<file path="src/rtl/multicycle_seq_if.sv">
// Handshake and strobe bundle between the multi-cycle sequencer and the RV32I datapath.
// Latency: none, wires only.
// Backpressure: if_ack_i, alu_done_i and mem_ack_i hold the sequencer in place until asserted.
//
// Port summary (master = sequencer side, slave = datapath side):
//   fetch   : if_req_o (out), if_ack_i (in), ir_we_o (out)
//   decode  : dec_illegal_i, dec_alu_multi_i, dec_mem_rd_i, dec_mem_wr_i,
//             dec_reg_wr_i, dec_pc_sel_i (all in)
//   alu     : alu_start_o (out), alu_done_i (in)
//   ram     : mem_req_o, mem_rd_o, mem_wr_o (out), mem_ack_i (in)
//   wb / pc : reg_we_o, pc_we_o, pc_sel_o (out)
interface multicycle_seq_if;
  // fetch
  logic if_req_o;
  logic if_ack_i;
  logic ir_we_o;
  // decoder controls, held stable by the decoder for the whole instruction
  logic dec_illegal_i;
  logic dec_alu_multi_i;
  logic dec_mem_rd_i;
  logic dec_mem_wr_i;
  logic dec_reg_wr_i;
  logic dec_pc_sel_i;
  // multi-cycle ALU
  logic alu_start_o;
  logic alu_done_i;
  // data RAM
  logic mem_req_o;
  logic mem_rd_o;
  logic mem_wr_o;
  logic mem_ack_i;
  // writeback and PC
  logic reg_we_o;
  logic pc_we_o;
  logic pc_sel_o;

  modport master (
    output if_req_o, ir_we_o, alu_start_o,
    output mem_req_o, mem_rd_o, mem_wr_o,
    output reg_we_o, pc_we_o, pc_sel_o,
    input  if_ack_i, alu_done_i, mem_ack_i,
    input  dec_illegal_i, dec_alu_multi_i, dec_mem_rd_i,
    input  dec_mem_wr_i, dec_reg_wr_i, dec_pc_sel_i
  );

  modport slave (
    input  if_req_o, ir_we_o, alu_start_o,
    input  mem_req_o, mem_rd_o, mem_wr_o,
    input  reg_we_o, pc_we_o, pc_sel_o,
    output if_ack_i, alu_done_i, mem_ack_i,
    output dec_illegal_i, dec_alu_multi_i, dec_mem_rd_i,
    output dec_mem_wr_i, dec_reg_wr_i, dec_pc_sel_i
  );
endinterface

</file>
<file path="src/rtl/multicycle_seq.sv">
// Multi-cycle FETCH/DECODE/EXEC/MEM/WB sequencer for the RV32I core with debug run/step control.
// Latency: min 4 cycles per instruction (F,D,E,W), +1 per ALU wait cycle, +1 per MEM cycle.
// Backpressure: stalls in FETCH/EXEC/MEM until the ack/done arrives; FETCH/MEM time out to FAULT.
//
// Port summary:
//   clk, rst       : core clock, synchronous active-high reset
//   run_i, step_i  : free-run level, single-step pulse (only honoured in IDLE)
//   bus            : handshake/strobe bundle (multicycle_seq_if.master)
//   halt_o         : core stopped (IDLE or FAULT)
//   state_o        : IDLE=0 FETCH=1 DECODE=2 EXEC=3 MEM=4 WB=5 FAULT=6
//   fault_o        : sticky fault flag, cleared only by rst
//   fault_code_o   : 01 fetch timeout, 10 mem timeout, 11 illegal instruction
//   cycle_o        : cycles spent in FETCH..WB
//   instret_o      : retired instructions
module multicycle_seq #(
  parameter int ACK_TIMEOUT = 15,
  parameter int CNT_W       = 32
) (
  input  logic              clk,
  input  logic              rst,
  input  logic              run_i,
  input  logic              step_i,
  multicycle_seq_if.master  bus,
  output logic              halt_o,
  output logic [2:0]        state_o,
  output logic              fault_o,
  output logic [1:0]        fault_code_o,
  output logic [CNT_W-1:0]  cycle_o,
  output logic [CNT_W-1:0]  instret_o
);

  typedef enum logic [2:0] {
    S_IDLE   = 3'd0,
    S_FETCH  = 3'd1,
    S_DECODE = 3'd2,
    S_EXEC   = 3'd3,
    S_MEM    = 3'd4,
    S_WB     = 3'd5,
    S_FAULT  = 3'd6
  } state_t;

  localparam logic [1:0] FC_NONE  = 2'b00;
  localparam logic [1:0] FC_FETCH = 2'b01;
  localparam logic [1:0] FC_MEM   = 2'b10;
  localparam logic [1:0] FC_ILL   = 2'b11;

  // The timeout counter holds the number of ack-less cycles already spent
  // in the current FETCH/MEM visit, so the visit's last permitted cycle is
  // the one where the counter equals ACK_TIMEOUT-1.
  localparam logic [7:0] TMO_LAST = 8'(ACK_TIMEOUT - 1);
  localparam logic [7:0] TMO_MAX  = 8'hFF;

  localparam logic [CNT_W-1:0] CNT_ONE = {{(CNT_W-1){1'b0}}, 1'b1};

  state_t           state_q, state_d;
  logic             step_mode_q, step_mode_d;
  logic             alu_start_q, alu_start_d;
  logic [1:0]       fault_code_q, fault_code_d;
  logic [7:0]       tmo_q, tmo_d;
  logic             tmo_hit;
  logic             cnt_active;
  logic [CNT_W-1:0] cycle_q, instret_q;

  assign tmo_hit = (tmo_q >= TMO_LAST);

  // ------------------------------------------------------------------
  // Next state and strobes
  // ------------------------------------------------------------------
  always_comb begin
    state_d      = state_q;
    step_mode_d  = step_mode_q;
    fault_code_d = fault_code_q;
    alu_start_d  = 1'b0;

    bus.if_req_o  = 1'b0;
    bus.ir_we_o   = 1'b0;
    bus.mem_req_o = 1'b0;
    bus.mem_rd_o  = 1'b0;
    bus.mem_wr_o  = 1'b0;
    bus.reg_we_o  = 1'b0;
    bus.pc_we_o   = 1'b0;
    bus.pc_sel_o  = 1'b0;

    unique case (state_q)
      S_IDLE: begin
        // run has priority; a step only arms single-instruction mode
        if (run_i) begin
          state_d = S_FETCH;
        end else if (step_i) begin
          state_d     = S_FETCH;
          step_mode_d = 1'b1;
        end
      end

      S_FETCH: begin
        bus.if_req_o = 1'b1;
        if (bus.if_ack_i) begin
          bus.ir_we_o = 1'b1;
          state_d     = S_DECODE;
        end else if (tmo_hit) begin
          state_d      = S_FAULT;
          fault_code_d = FC_FETCH;
        end
      end

      S_DECODE: begin
        if (bus.dec_illegal_i) begin
          state_d      = S_FAULT;
          fault_code_d = FC_ILL;
        end else begin
          state_d     = S_EXEC;
          alu_start_d = bus.dec_alu_multi_i;
        end
      end

      S_EXEC: begin
        // a done coincident with the start pulse is accepted
        if (!bus.dec_alu_multi_i || bus.alu_done_i) begin
          if (bus.dec_mem_rd_i || bus.dec_mem_wr_i) begin
            state_d = S_MEM;
          end else begin
            state_d = S_WB;
          end
        end
      end

      S_MEM: begin
        bus.mem_req_o = 1'b1;
        bus.mem_rd_o  = bus.dec_mem_rd_i;
        // a decode claiming both load and store is treated as a load
        bus.mem_wr_o  = bus.dec_mem_wr_i & ~bus.dec_mem_rd_i;
        if (bus.mem_ack_i) begin
          state_d = S_WB;
        end else if (tmo_hit) begin
          state_d      = S_FAULT;
          fault_code_d = FC_MEM;
        end
      end

      S_WB: begin
        bus.reg_we_o = bus.dec_reg_wr_i;
        bus.pc_we_o  = 1'b1;
        bus.pc_sel_o = bus.dec_pc_sel_i;
        step_mode_d  = 1'b0;
        if (run_i && !step_mode_q) begin
          state_d = S_FETCH;
        end else begin
          state_d = S_IDLE;
        end
      end

      S_FAULT: begin
        state_d = S_FAULT;
      end

      default: begin
        state_d = S_IDLE;
      end
    endcase
  end

  // ------------------------------------------------------------------
  // Ack timeout counter: restarts on every entry to FETCH or MEM
  // ------------------------------------------------------------------
  always_comb begin
    tmo_d = tmo_q;
    if ((state_d == S_FETCH || state_d == S_MEM) && (state_d != state_q)) begin
      tmo_d = 8'd0;
    end else if (((state_q == S_FETCH) && !bus.if_ack_i) ||
                 ((state_q == S_MEM) && !bus.mem_ack_i)) begin
      if (tmo_q != TMO_MAX) begin
        tmo_d = tmo_q + 8'd1;
      end
    end
  end

  assign cnt_active = (state_q == S_FETCH) || (state_q == S_DECODE) ||
                      (state_q == S_EXEC)  || (state_q == S_MEM)    ||
                      (state_q == S_WB);

  // ------------------------------------------------------------------
  // State registers
  // ------------------------------------------------------------------
  always_ff @(posedge clk) begin
    if (rst) begin
      state_q      <= S_IDLE;
      step_mode_q  <= 1'b0;
      alu_start_q  <= 1'b0;
      fault_code_q <= FC_NONE;
      tmo_q        <= 8'd0;
      cycle_q      <= '0;
      instret_q    <= '0;
    end else begin
      state_q      <= state_d;
      step_mode_q  <= step_mode_d;
      alu_start_q  <= alu_start_d;
      fault_code_q <= fault_code_d;
      tmo_q        <= tmo_d;
      if (cnt_active) begin
        cycle_q <= cycle_q + CNT_ONE;
      end
      if (state_q == S_WB) begin
        instret_q <= instret_q + CNT_ONE;
      end
    end
  end

  // ------------------------------------------------------------------
  // Outputs
  // ------------------------------------------------------------------
  // registered so the ALU sees a clean one-cycle pulse in the first EXEC cycle
  assign bus.alu_start_o = alu_start_q;

  assign halt_o       = (state_q == S_IDLE) || (state_q == S_FAULT);
  assign state_o      = state_q;
  assign fault_o      = (state_q == S_FAULT);
  assign fault_code_o = fault_code_q;
  assign cycle_o      = cycle_q;
  assign instret_o    = instret_q;

endmodule

</file>
<file path="src/flat_wrapper.sv">
// flat-port wrapper written by rule: the top's interface ports become plain ports
module multicycle_seq_flat 
#(
  parameter int ACK_TIMEOUT = 15,
  parameter int CNT_W       = 32
)
  (clk, rst, run_i, step_i, halt_o, state_o, fault_o, fault_code_o, cycle_o, instret_o, bus_if_req_o, bus_ir_we_o, bus_alu_start_o, bus_mem_req_o, bus_mem_rd_o, bus_mem_wr_o, bus_reg_we_o, bus_pc_we_o, bus_pc_sel_o, bus_if_ack_i, bus_alu_done_i, bus_mem_ack_i, bus_dec_illegal_i, bus_dec_alu_multi_i, bus_dec_mem_rd_i, bus_dec_mem_wr_i, bus_dec_reg_wr_i, bus_dec_pc_sel_i);
  multicycle_seq_if bus_i ();
  input  logic clk;
  input  logic rst;
  input  logic run_i;
  input  logic step_i;
  output logic halt_o;
  output logic [2:0] state_o;
  output logic fault_o;
  output logic [1:0] fault_code_o;
  output logic [CNT_W-1:0] cycle_o;
  output logic [CNT_W-1:0] instret_o;
  output wire logic [$bits(bus_i.if_req_o)-1:0] bus_if_req_o;
  output wire logic [$bits(bus_i.ir_we_o)-1:0] bus_ir_we_o;
  output wire logic [$bits(bus_i.alu_start_o)-1:0] bus_alu_start_o;
  output wire logic [$bits(bus_i.mem_req_o)-1:0] bus_mem_req_o;
  output wire logic [$bits(bus_i.mem_rd_o)-1:0] bus_mem_rd_o;
  output wire logic [$bits(bus_i.mem_wr_o)-1:0] bus_mem_wr_o;
  output wire logic [$bits(bus_i.reg_we_o)-1:0] bus_reg_we_o;
  output wire logic [$bits(bus_i.pc_we_o)-1:0] bus_pc_we_o;
  output wire logic [$bits(bus_i.pc_sel_o)-1:0] bus_pc_sel_o;
  input wire logic [$bits(bus_i.if_ack_i)-1:0] bus_if_ack_i;
  input wire logic [$bits(bus_i.alu_done_i)-1:0] bus_alu_done_i;
  input wire logic [$bits(bus_i.mem_ack_i)-1:0] bus_mem_ack_i;
  input wire logic [$bits(bus_i.dec_illegal_i)-1:0] bus_dec_illegal_i;
  input wire logic [$bits(bus_i.dec_alu_multi_i)-1:0] bus_dec_alu_multi_i;
  input wire logic [$bits(bus_i.dec_mem_rd_i)-1:0] bus_dec_mem_rd_i;
  input wire logic [$bits(bus_i.dec_mem_wr_i)-1:0] bus_dec_mem_wr_i;
  input wire logic [$bits(bus_i.dec_reg_wr_i)-1:0] bus_dec_reg_wr_i;
  input wire logic [$bits(bus_i.dec_pc_sel_i)-1:0] bus_dec_pc_sel_i;
  assign bus_if_req_o = bus_i.if_req_o;
  assign bus_ir_we_o = bus_i.ir_we_o;
  assign bus_alu_start_o = bus_i.alu_start_o;
  assign bus_mem_req_o = bus_i.mem_req_o;
  assign bus_mem_rd_o = bus_i.mem_rd_o;
  assign bus_mem_wr_o = bus_i.mem_wr_o;
  assign bus_reg_we_o = bus_i.reg_we_o;
  assign bus_pc_we_o = bus_i.pc_we_o;
  assign bus_pc_sel_o = bus_i.pc_sel_o;
  assign bus_i.if_ack_i = bus_if_ack_i;
  assign bus_i.alu_done_i = bus_alu_done_i;
  assign bus_i.mem_ack_i = bus_mem_ack_i;
  assign bus_i.dec_illegal_i = bus_dec_illegal_i;
  assign bus_i.dec_alu_multi_i = bus_dec_alu_multi_i;
  assign bus_i.dec_mem_rd_i = bus_dec_mem_rd_i;
  assign bus_i.dec_mem_wr_i = bus_dec_mem_wr_i;
  assign bus_i.dec_reg_wr_i = bus_dec_reg_wr_i;
  assign bus_i.dec_pc_sel_i = bus_dec_pc_sel_i;
  multicycle_seq #(.ACK_TIMEOUT(ACK_TIMEOUT), .CNT_W(CNT_W)) u_core (.clk(clk), .rst(rst), .run_i(run_i), .step_i(step_i), .bus(bus_i), .halt_o(halt_o), .state_o(state_o), .fault_o(fault_o), .fault_code_o(fault_code_o), .cycle_o(cycle_o), .instret_o(instret_o));
endmodule
</file>
<file path="config.mk">
export PLATFORM = sky130hd
export DESIGN_NAME = multicycle_seq_flat
export DESIGN_NICKNAME = d
export VERILOG_FILES = /design/src/rtl/multicycle_seq_if.sv /design/src/rtl/multicycle_seq.sv /design/src/flat_wrapper.sv
export SDC_FILE = /design/constraint.sdc
export NUM_CORES = 1
export LEC_CHECK = 0
export BUFFER_PORTS_ARGS = -buffer_cell sky130_fd_sc_hd__buf_2
export CAP_MARGIN = 20
export CORE_MARGIN = 10
export CORE_UTILIZATION = 35
export CTS_CLUSTER_DIAMETER = 150
export DETAILED_ROUTE_END_ITERATION = 8
export PLACE_DENSITY = 0.58
export RECOVER_POWER = 100
export SETUP_SLACK_MARGIN = 0.1
export SLEW_MARGIN = 20
export SYNTH_ARGS = -nofsm -noshare
export SYNTH_HDL_FRONTEND = slang
export SYNTH_SLANG_ARGS = --single-unit
</file>
<file path="constraint.sdc">
create_clock -name clk -period 2.1 [get_ports clk]
set_clock_uncertainty 0.1 [all_clocks]
set_input_delay 0.105 -clock clk [delete_from_list [all_inputs] [get_ports clk]]
set_output_delay 0.105 -clock clk [all_outputs]
set_load 0.01 [all_outputs]
</file>
# Yosys cells after proc, flatten, opt, wreduce, memory -nomap -nowiden
# Index checks and enable logic that the tools add are counted.
[word_totals]
inputBits = 13
latch_bits = 0
memories = 0
out_inout_bits = 80
mem_bits_ro = 0
ram_bits = 0
elab_cells = 84
register_bits = 79
[op_classes]
bitwise_logic = 3
n_shift = 0
order_cmp = 1
n_eq_ne = 17
n_div = 0
n_reduce_logical = 25
muxes = 28
addsub = 3
n_mul = 0
[op_table]
columns = ["op", "n"]
rows = [
  ["$add 32x1->32 const B", 2],
  ["$mux 3", 7],
  ["$pmux 3 s7", 1],
  ["$mux 1", 13],
  ["$eq 3x3->1 const B", 4],
  ["$mux 2", 5],
  ["$ne 2x2->1 const B", 5],
  ["$logic_or 1x1->1", 9],
  ["$add 8x1->8 const B", 1],
  ["$ge 8x4->1 const B", 1],
  ["$ne 8x8->1 const B", 1],
  ["$eq 3x1->1 const B", 2],
  ["$eq 3x2->1 const B", 2],
  ["$pmux 2 s3", 1],
  ["$reduce_and 6->1", 1],
  ["$logic_and 1x1->1", 4],
  ["$logic_not 1->1", 4],
  ["$ne 2x1->1 const B", 2],
  ["$logic_not 3->1", 1],
  ["$ne 3x3->1", 1],
  ["$reduce_and 3->1", 1],
  ["$reduce_bool 3->1", 1],
  ["$reduce_or 3->1", 1],
  ["$not 1->1", 2],
  ["other kinds (5)", 5],
]

# Logic depth before layout (Yosys ltp)
# Gate-level depths: netlist of the first run.
[depth]
word_depth = 8
ltp_mapped = 8
mapped_depth_nobuf = 8

# Worst setup path after synthesis of the first run
# Ideal clock, no wire load.
[synth_path]
path_type = "register -> register"
from = "register u_core.state_q[1], in the netlist u_core.state_o[1]"
to = "register u_core.tmo_q[6]"
synth_period_minus_slack_ns = 2.057
path_stages_with_launch = 8
required_time_ns = 1.866
n_path_buf = 1
path_slack_ns = 0.043
setup_time_ns = 0.134
arrival_time_ns = 1.823
path_cell_list = "dfxtp_1 > buf_4 > nor4b_4 > a21boi_2 > o21ai_0 > or4_1 > a21boi_2 > nor4_1"
[synth_via]
elab_chain_len = 7
word_cells_on_any_way = 24
[synth_rtl]
columns = ["element", "line", "source"]
rows = [
  ["start, declared", "multicycle_seq.sv:55", "state_t state_q, state_d;"],
  ["start signal, assigned", "multicycle_seq.sv:194", "state_q <= state_d;"],
  ["$mux 3 (on tied branches)", "multicycle_seq.sv:100, multicycle_seq.sv:134, multicycle_seq.sv:89", ""],
  ["$mux 3 (on tied branches)", "multicycle_seq.sv:132, multicycle_seq.sv:87, multicycle_seq.sv:97", ""],
  ["$pmux 3 s7", "multicycle_seq.sv:84", "unique case (state_q)"],
  ["$eq 3x1->1 or $eq 3x3->1 (tied branches)", "multicycle_seq.sv:167", "if ((state_d == S_FETCH || state_d == S_MEM) && (state_d != state_q)) begin"],
  ["$logic_or 1x1->1", "multicycle_seq.sv:167", ""],
  ["$logic_and 1x1->1", "multicycle_seq.sv:167", ""],
  ["$reduce_or 2->1 (no line)", "-", ""],
  ["end signal, assigned", "multicycle_seq.sv:198", "tmo_q <= tmo_d;"],
  ["end, declared", "multicycle_seq.sv:59", "logic [7:0] tmo_q, tmo_d;"],
]
# Several ways; a longest one is shown, not always the timed one.
# A chain may end at the register's enable or synchronous reset.

# Worst setup path in the final report of the first run
[layout_path]
from = "register u_core.tmo_q[0]"
to = "register u_core.tmo_q[6]"
[layout_via]
elab_chain_len = 8
word_cells_on_any_way = 14
[layout_rtl]
columns = ["element", "line", "source"]
rows = [
  ["$ge 8x4->1", "multicycle_seq.sv:64", "assign tmo_hit = (tmo_q >= TMO_LAST);"],
  ["$mux 3", "multicycle_seq.sv:100, multicycle_seq.sv:134", ""],
  ["$mux 3 (on tied branches)", "multicycle_seq.sv:132, multicycle_seq.sv:97", ""],
  ["$pmux 3 s7", "multicycle_seq.sv:84", ""],
  ["$eq 3x1->1 or $eq 3x3->1 (tied branches)", "multicycle_seq.sv:167", ""],
  ["$logic_or 1x1->1", "multicycle_seq.sv:167", ""],
  ["$logic_and 1x1->1", "multicycle_seq.sv:167", ""],
  ["$reduce_or 2->1 (no line)", "-", ""],
]
# Several ways; a longest one is shown, not always the timed one.

==> impl_metrics.toml, run 1 <==
[run_status]
status = "completed"

[grt]
grt_max_degree = 34
antenna_found_initial = 0
gr-total-overflow = 0
grt_pass1_vias = 3604
grt_usage_pct = 12.8
grt_first_pass_wirelength_mm = 17.0

[critical_path]
r2r-end = "u_core.tmo_q[6]$_SDFFE_PP0P_"
cp-startpoint = "u_core.tmo_q[0]$_SDFFE_PP0P_"
regToRegStartpoint = "u_core.tmo_q[0]$_SDFFE_PP0P_"
path_cells = "inv_2, ha_2, o211ai_1, nand3_1, nand2_2, or4_4, a21boi_4, buf_6, nor4_4"
cp-end-kind = "flop"
critPathMaxStageDelay_ns = 0.53
endpoint = "u_core.tmo_q[6]$_SDFFE_PP0P_"
slowest_stage = "or4_4"
reg2reg_depth = 9
required_ns = 2.24
start_kind = "flop"
crit_type = "flop to flop"
cp_max_fo = 4
r2r_slack_ns = 0.08
critPathArrivalTime_ns = 2.16

[synth]
ys.flop_type = "dfxtp_1"
seq_area_frac_synth_pct = 41.5
synth_top_area_share_pct = 41.5
synth_area_leader_cell = "dfxtp_1"
synth.distinct_cells = 49
synth_edf_count = 0
synth_area_um2 = 3810
ys_seq_elements = 79
avgSynthCellArea_um2 = 8.55
yosys_warnings = 0
async_flop_share_pct = 0
syn_nets = 463
synthTopCellsByArea = "dfxtp_1 (41%), xor2_1 (7.3%), nor2_1 (7.1%), xnor2_1 (5.1%), nand4_1 (3.4%)"
synth_cells = 446

[worst_hold_path]
hold_path_class = "input port to flop"
hp-start = "rst"

[sta]
drv_slew = 0
fin_crit_sh_pct = 96.2
clock.fmax_mhz = 495
tightest_slew_ns = 0.489
slew_headroom_pct = 67.1
rsz0062_at_grt = "true"
period_needed_ns = 2.02
hold_violations = 0
finalSetupViolCount = 0
fin_ws_ns = 0.0800

[placement]
numPortBuffers = 92
place_area_um2 = 4750
gp_congestion = 0.890
hpwl_mm = 7.65
dp_slack_ns = -0.00651

[floorplan]
start_util_pct = 35.5
io_pins = 93
design.core.area_um2 = 10700
fp.dieH_um = 124
die-area_um2 = 15500
die_x_um = 124
fp-row-count = 38

[pwr]
p_leak_nw = 1.97
power_density_nw_per_um2 = 668
ir_worst_vdd_mv = 0.399
totalPowerFinal_mw = 3.48

[clock_tree]
clock-sinks = 79
clkLatencyLatePin_ns = 0.35
cts_max_path_buffers = 2
root_buffer = "clkbuf_8"
clkSlewWorstSetupHoldPaths_ns = 0.08
numCtsBuffers = 9
htree_levels = 3
cts_tree = "done"

[detailed_routing]
drt-total-wl_mm = 10.4
drt-met1-wl_mm = 4.89
ant_nets = 0
wl_per_cell_um = 14.1
drc = 0
dr.first_iter.drc_count = 197
dr.pass1.iters = 4
wl_met3_um = 573
vias = 3666
viasPerCell = 4.97
wl_met2_mm = 4.85
top_layer = "met4"

[layout]
final_area_um2 = 5210
syn2layout_area_growth_pct = 36.5
drive_gt1_share_pct = 27.6
nets = 610
antennaDiodeCount = 0
mostFrequentLayoutCells = "dfxtp_1 (71), nor2_1 (69), clkbuf_1 (62)"
fill_cells = 1110
multi_input_area_um2 = 2270
final_common_cell = "dfxtp_1"
regArea_um2 = 1600

[flow_run]
cap_viol_max_count = 0
-- cell families after synthesis --
group	count (synthesis)	share of synthesized area, %
mux	1	0.262
buf+inv	32	3.61
simple gates	222	32.7
flops	79	41.5
fa+ha+maj	4	1.31
xor+xnor	54	12.4
compound gates	54	8.20
-- power breakdown --
group / internal, mW / total, mW / switching [mW]
Combinational: 0.287 / 0.620 / 0.333
Sequential: 1.53 / 1.57 / 0.0414
Clock: 0.735 / 1.28 / 0.550
-- sequential cells by signal, indices dropped and copies added (netlist names) --
name,flops
u_core.tmo_q,8
u_core.state_o,3
u_core.cycle_o,32
u_core.bus.alu_start_o,1
u_core.step_mode_q,1
u_core.instret_o,32
u_core.fault_code_o,2
-- synthesized netlist by cell type, drive strengths merged (2+ instances only) --
cell type  number
dfxtp          79
nor2           73
xor2           32
nand2          26
nand3          24
a21oi          23
nand4          23
xnor2          22
o21ai          18
inv            16
nor3           15
or3            15
nor4           10
clkbuf          9
and3            7
and4            7
buf             7
and2            5
ha              4
nand2b          4
nor2b           4
o22ai           3
a21boi          2
a31oi           2
nand3b          2
or3b            2
or4             2
-- layout make-up --
type	count	share of cell area, %
Sequential cell	79	30.8
Inverter	16	1.23
Multi-Input combinational cell	335	43.7
Tap cell	140	3.36
Clock buffer	13	3.05
Clock inverter	3	1.25
Timing Repair Buffer	152	16.7
-- critical path: cells and delay by family, from the launching register on --
family / cells / cell delay [ns]
adders and majority gates: 1 / 0.15
buffers and inverters: 2 / 0.20
and+or+nand+nor: 4 / 0.81
AOI/OAI and AO/OA: 2 / 0.32
DFF: 1 / 0.33
-- metal layers --
metal / vias to the layer above / GRT usage [%]
met5: - / 0
met4: 0 / 3.98
met3: 10 / 4.51
met2: 86 / 20.3
met1: 1727 / 15.8
li1: 1843 / -
-- worst min path at each step --
stage               cells past startpoint                                end  slack, ns
finish                                  2   u_core.instret_o[1]$_SDFFE_PP0P_       0.03
global route                            2   u_core.instret_o[4]$_SDFFE_PP0P_       0.03
CTS                                     2   u_core.instret_o[1]$_SDFFE_PP0P_       0.03
detailed placement                      2  u_core.bus.alu_start_o$_SDFF_PP0_       0.32
global placement                        2  u_core.bus.alu_start_o$_SDFF_PP0_       0.32
floorplan                               1  u_core.bus.alu_start_o$_SDFF_PP0_       0.16
-- repair_timing --
action	CTS	global route
endpoints found under the hold margin	2	0
gates resized for setup	16	52
cloned	0	0
setup endpoints to repair	21	47
pin swaps	3	22
buffers inserted	1	10
hold buffers	2	0
-- per-stage QoR --
step / std cells / hold slack, ns / TNS, ns / utilization [%]
finish: 738 / 0.0317 / 0 / 48.5
detailed placement: 709 / 0.321 / -0.00651 / 44.2
global placement: 709 / 0.318 / 0 / 44.2
floorplan: 446 / 0.158 / 0 / -
global route: 738 / 0.0285 / 0 / 48.5
CTS: 728 / 0.0307 / 0 / 46.9
No activity file was read; power rests on OpenSTA's default activity.
==> inputs of run 2 (changes only) <==
- MAX_ROUTING_LAYER: default -> met4
==> run 2 against run 1 <==
Compared with the run above: combinational power about the same; flip-flop and latch count unchanged; worst hold slack improved by 0.0020 ns; wire length about the same; utilization decreased by 0.15 points; clock power about the same; largest power group unchanged.
==> impl_metrics.toml, run 2 (synthesis results as in run 1) <==
[run_status]
status = "completed"

[detailed_routing]
vias = 3678
ant_nets = 0
drt-met1-wl_mm = 5.04
wl_met2_mm = 4.85
dr.first_iter.drc_count = 195
dr.pass1.iters = 4
wl_per_cell_um = 14.1
viasPerCell = 4.98
wl_met3_um = 421
top_layer = "met4"
drt-total-wl_mm = 10.4
drc = 0

[layout]
post-route-util_pct = 48.3
syn2layout_area_growth_pct = 36.1
stdcell_count = 738
drive_gt1_share_pct = 27.3
fill_cells = 1118
final_common_cell = "dfxtp_1"
antennaDiodeCount = 0
nets = 610
mostFrequentLayoutCells = "dfxtp_1 (72), nor2_1 (69), clkbuf_1 (61)"

[floorplan]
die-area_um2 = 15500
fp-row-count = 38
start_util_pct = 35.5
fp.dieH_um = 124
design.core.area_um2 = 10700
die_x_um = 124
io_pins = 93

[clock_tree]
clkLatencyLatePin_ns = 0.35
cts_max_path_buffers = 2
htree_levels = 3
numCtsBuffers = 9
root_buffer = "clkbuf_8"
cts_tree = "done"
clock-sinks = 79
clkSlewWorstSetupHoldPaths_ns = 0.08

[placement]
numPortBuffers = 92
hpwl_mm = 7.65
dp.cells = 709
dp_slack_ns = -0.00651
gp_congestion = 0.905

[critical_path]
crit_type = "flop to flop"
cp_max_fo = 5
cp-end-kind = "flop"
cp-startpoint = "u_core.tmo_q[1]$_SDFFE_PP0P_"
path_cells = "ha_2, o211ai_1, nand3_1, nand2_2, or4_4, a21boi_4, buf_6, nor4_4"
slowest_stage = "or4_4"
regToRegStartpoint = "u_core.tmo_q[1]$_SDFFE_PP0P_"
required_ns = 2.23
critPathArrivalTime_ns = 2.18
critPathMaxStageDelay_ns = 0.53
crit_buf_inv = 1
cpLargestDelayFamily = "simple AND/OR/NAND/NOR gates"
start_kind = "flop"

[sta]
hold_violations = 0
fin_ws_ns = 0.0528
finalSetupViolCount = 0
period_needed_ns = 2.05
slew_headroom_pct = 66.7
rsz0062_at_grt = "true"
fin_crit_sh_pct = 97.5
drv_slew = 0
clock.fmax_mhz = 488
tightest_slew_ns = 0.494

[flow_run]
cap_viol_max_count = 0

[grt]
antenna_found_initial = 0
grt_max_degree = 34
grt_usage_pct = 13.1
grt_pass1_vias = 3597
gr-total-overflow = 0
grt_first_pass_wirelength_mm = 17.0

[worst_hold_path]
hold_path_class = "input port to flop"
hp-start = "rst"

[pwr]
ir_worst_vdd_mv = 0.398
power_density_nw_per_um2 = 667
p_leak_nw = 1.95
[run 2: cell count changes in the layout (fill, tap and decap cells not counted), sizes merged]
cell,delta
clkbuf,-1
buf,+1
[run 2: final timing paths]
check | to | cells after the start | slack, ns
setup / recovery | u_core.tmo_q[6]$_SDFFE_PP0P_ | 8 | 0.05
hold / removal | u_core.instret_o[1]$_SDFFE_PP0P_ | 2 | 0.03
setup reg to reg | u_core.tmo_q[6]$_SDFFE_PP0P_ | 8 | 0.05
hold reg to reg | u_core.cycle_o[1]$_SDFFE_PP0P_ | 2 | 0.40
[run 2: metrics by stage]
| stage | hold WS, ns | power (mW) | area, um^2 | setup TNS, ns |
|---|---|---|---|---|
| finish | 0.0337 | 3.46 | 5190 | 0 |
| global route | 0.0364 | 3.64 | 5190 | -0.292 |
| CTS | 0.0307 | 3.40 | 5040 | 0 |
| detailed placement | 0.321 | 2.09 | 4750 | -0.00651 |
| global placement | 0.318 | 2.09 | 4750 | 0 |
| floorplan | 0.158 | 1.89 | 3830 | 0 |
[run 2: area by class of cell]
| cell class | count | area, um^2 | share of cell area (%) |
|---|---|---|---|
| Inverter | 16 | 63.8 | 1.23 |
| Multi-Input combinational cell | 335 | 2260 | 43.5 |
| Clock buffer | 13 | 159 | 3.06 |
| Timing Repair Buffer | 152 | 870 | 16.8 |
| Sequential cell | 79 | 1600 | 30.8 |
| Tap cell | 140 | 175 | 3.37 |
| Clock inverter | 3 | 65.1 | 1.25 |
[run 2: metal layers]
metal	up-vias	GRT usage (%)
li1	1845	-
met1	1728	16.4
met2	94	20.3
met3	11	3.15
met4	0	3.98
met5	-	-
[run 2: what timing repair did]
| item | 4_1_cts | 5_1_grt |
|---|---|---|
| endpoints found under the hold margin | 2 | 0 |
| gates resized for setup | 16 | 49 |
| pin swaps | 3 | 22 |
| setup buffers | 1 | 10 |
| hold buffers | 2 | 0 |
| setup endpoints to repair | 21 | 46 |
[run 2: where the power goes]
| part | internal (mW) | switching (mW) | total (mW) | leakage, nW |
|---|---|---|---|---|
| clock | 0.735 | 0.541 | 1.28 | 0.114 |
| sequential | 1.53 | 0.0405 | 1.57 | 0.642 |
| combinational | 0.282 | 0.335 | 0.617 | 1.20 |
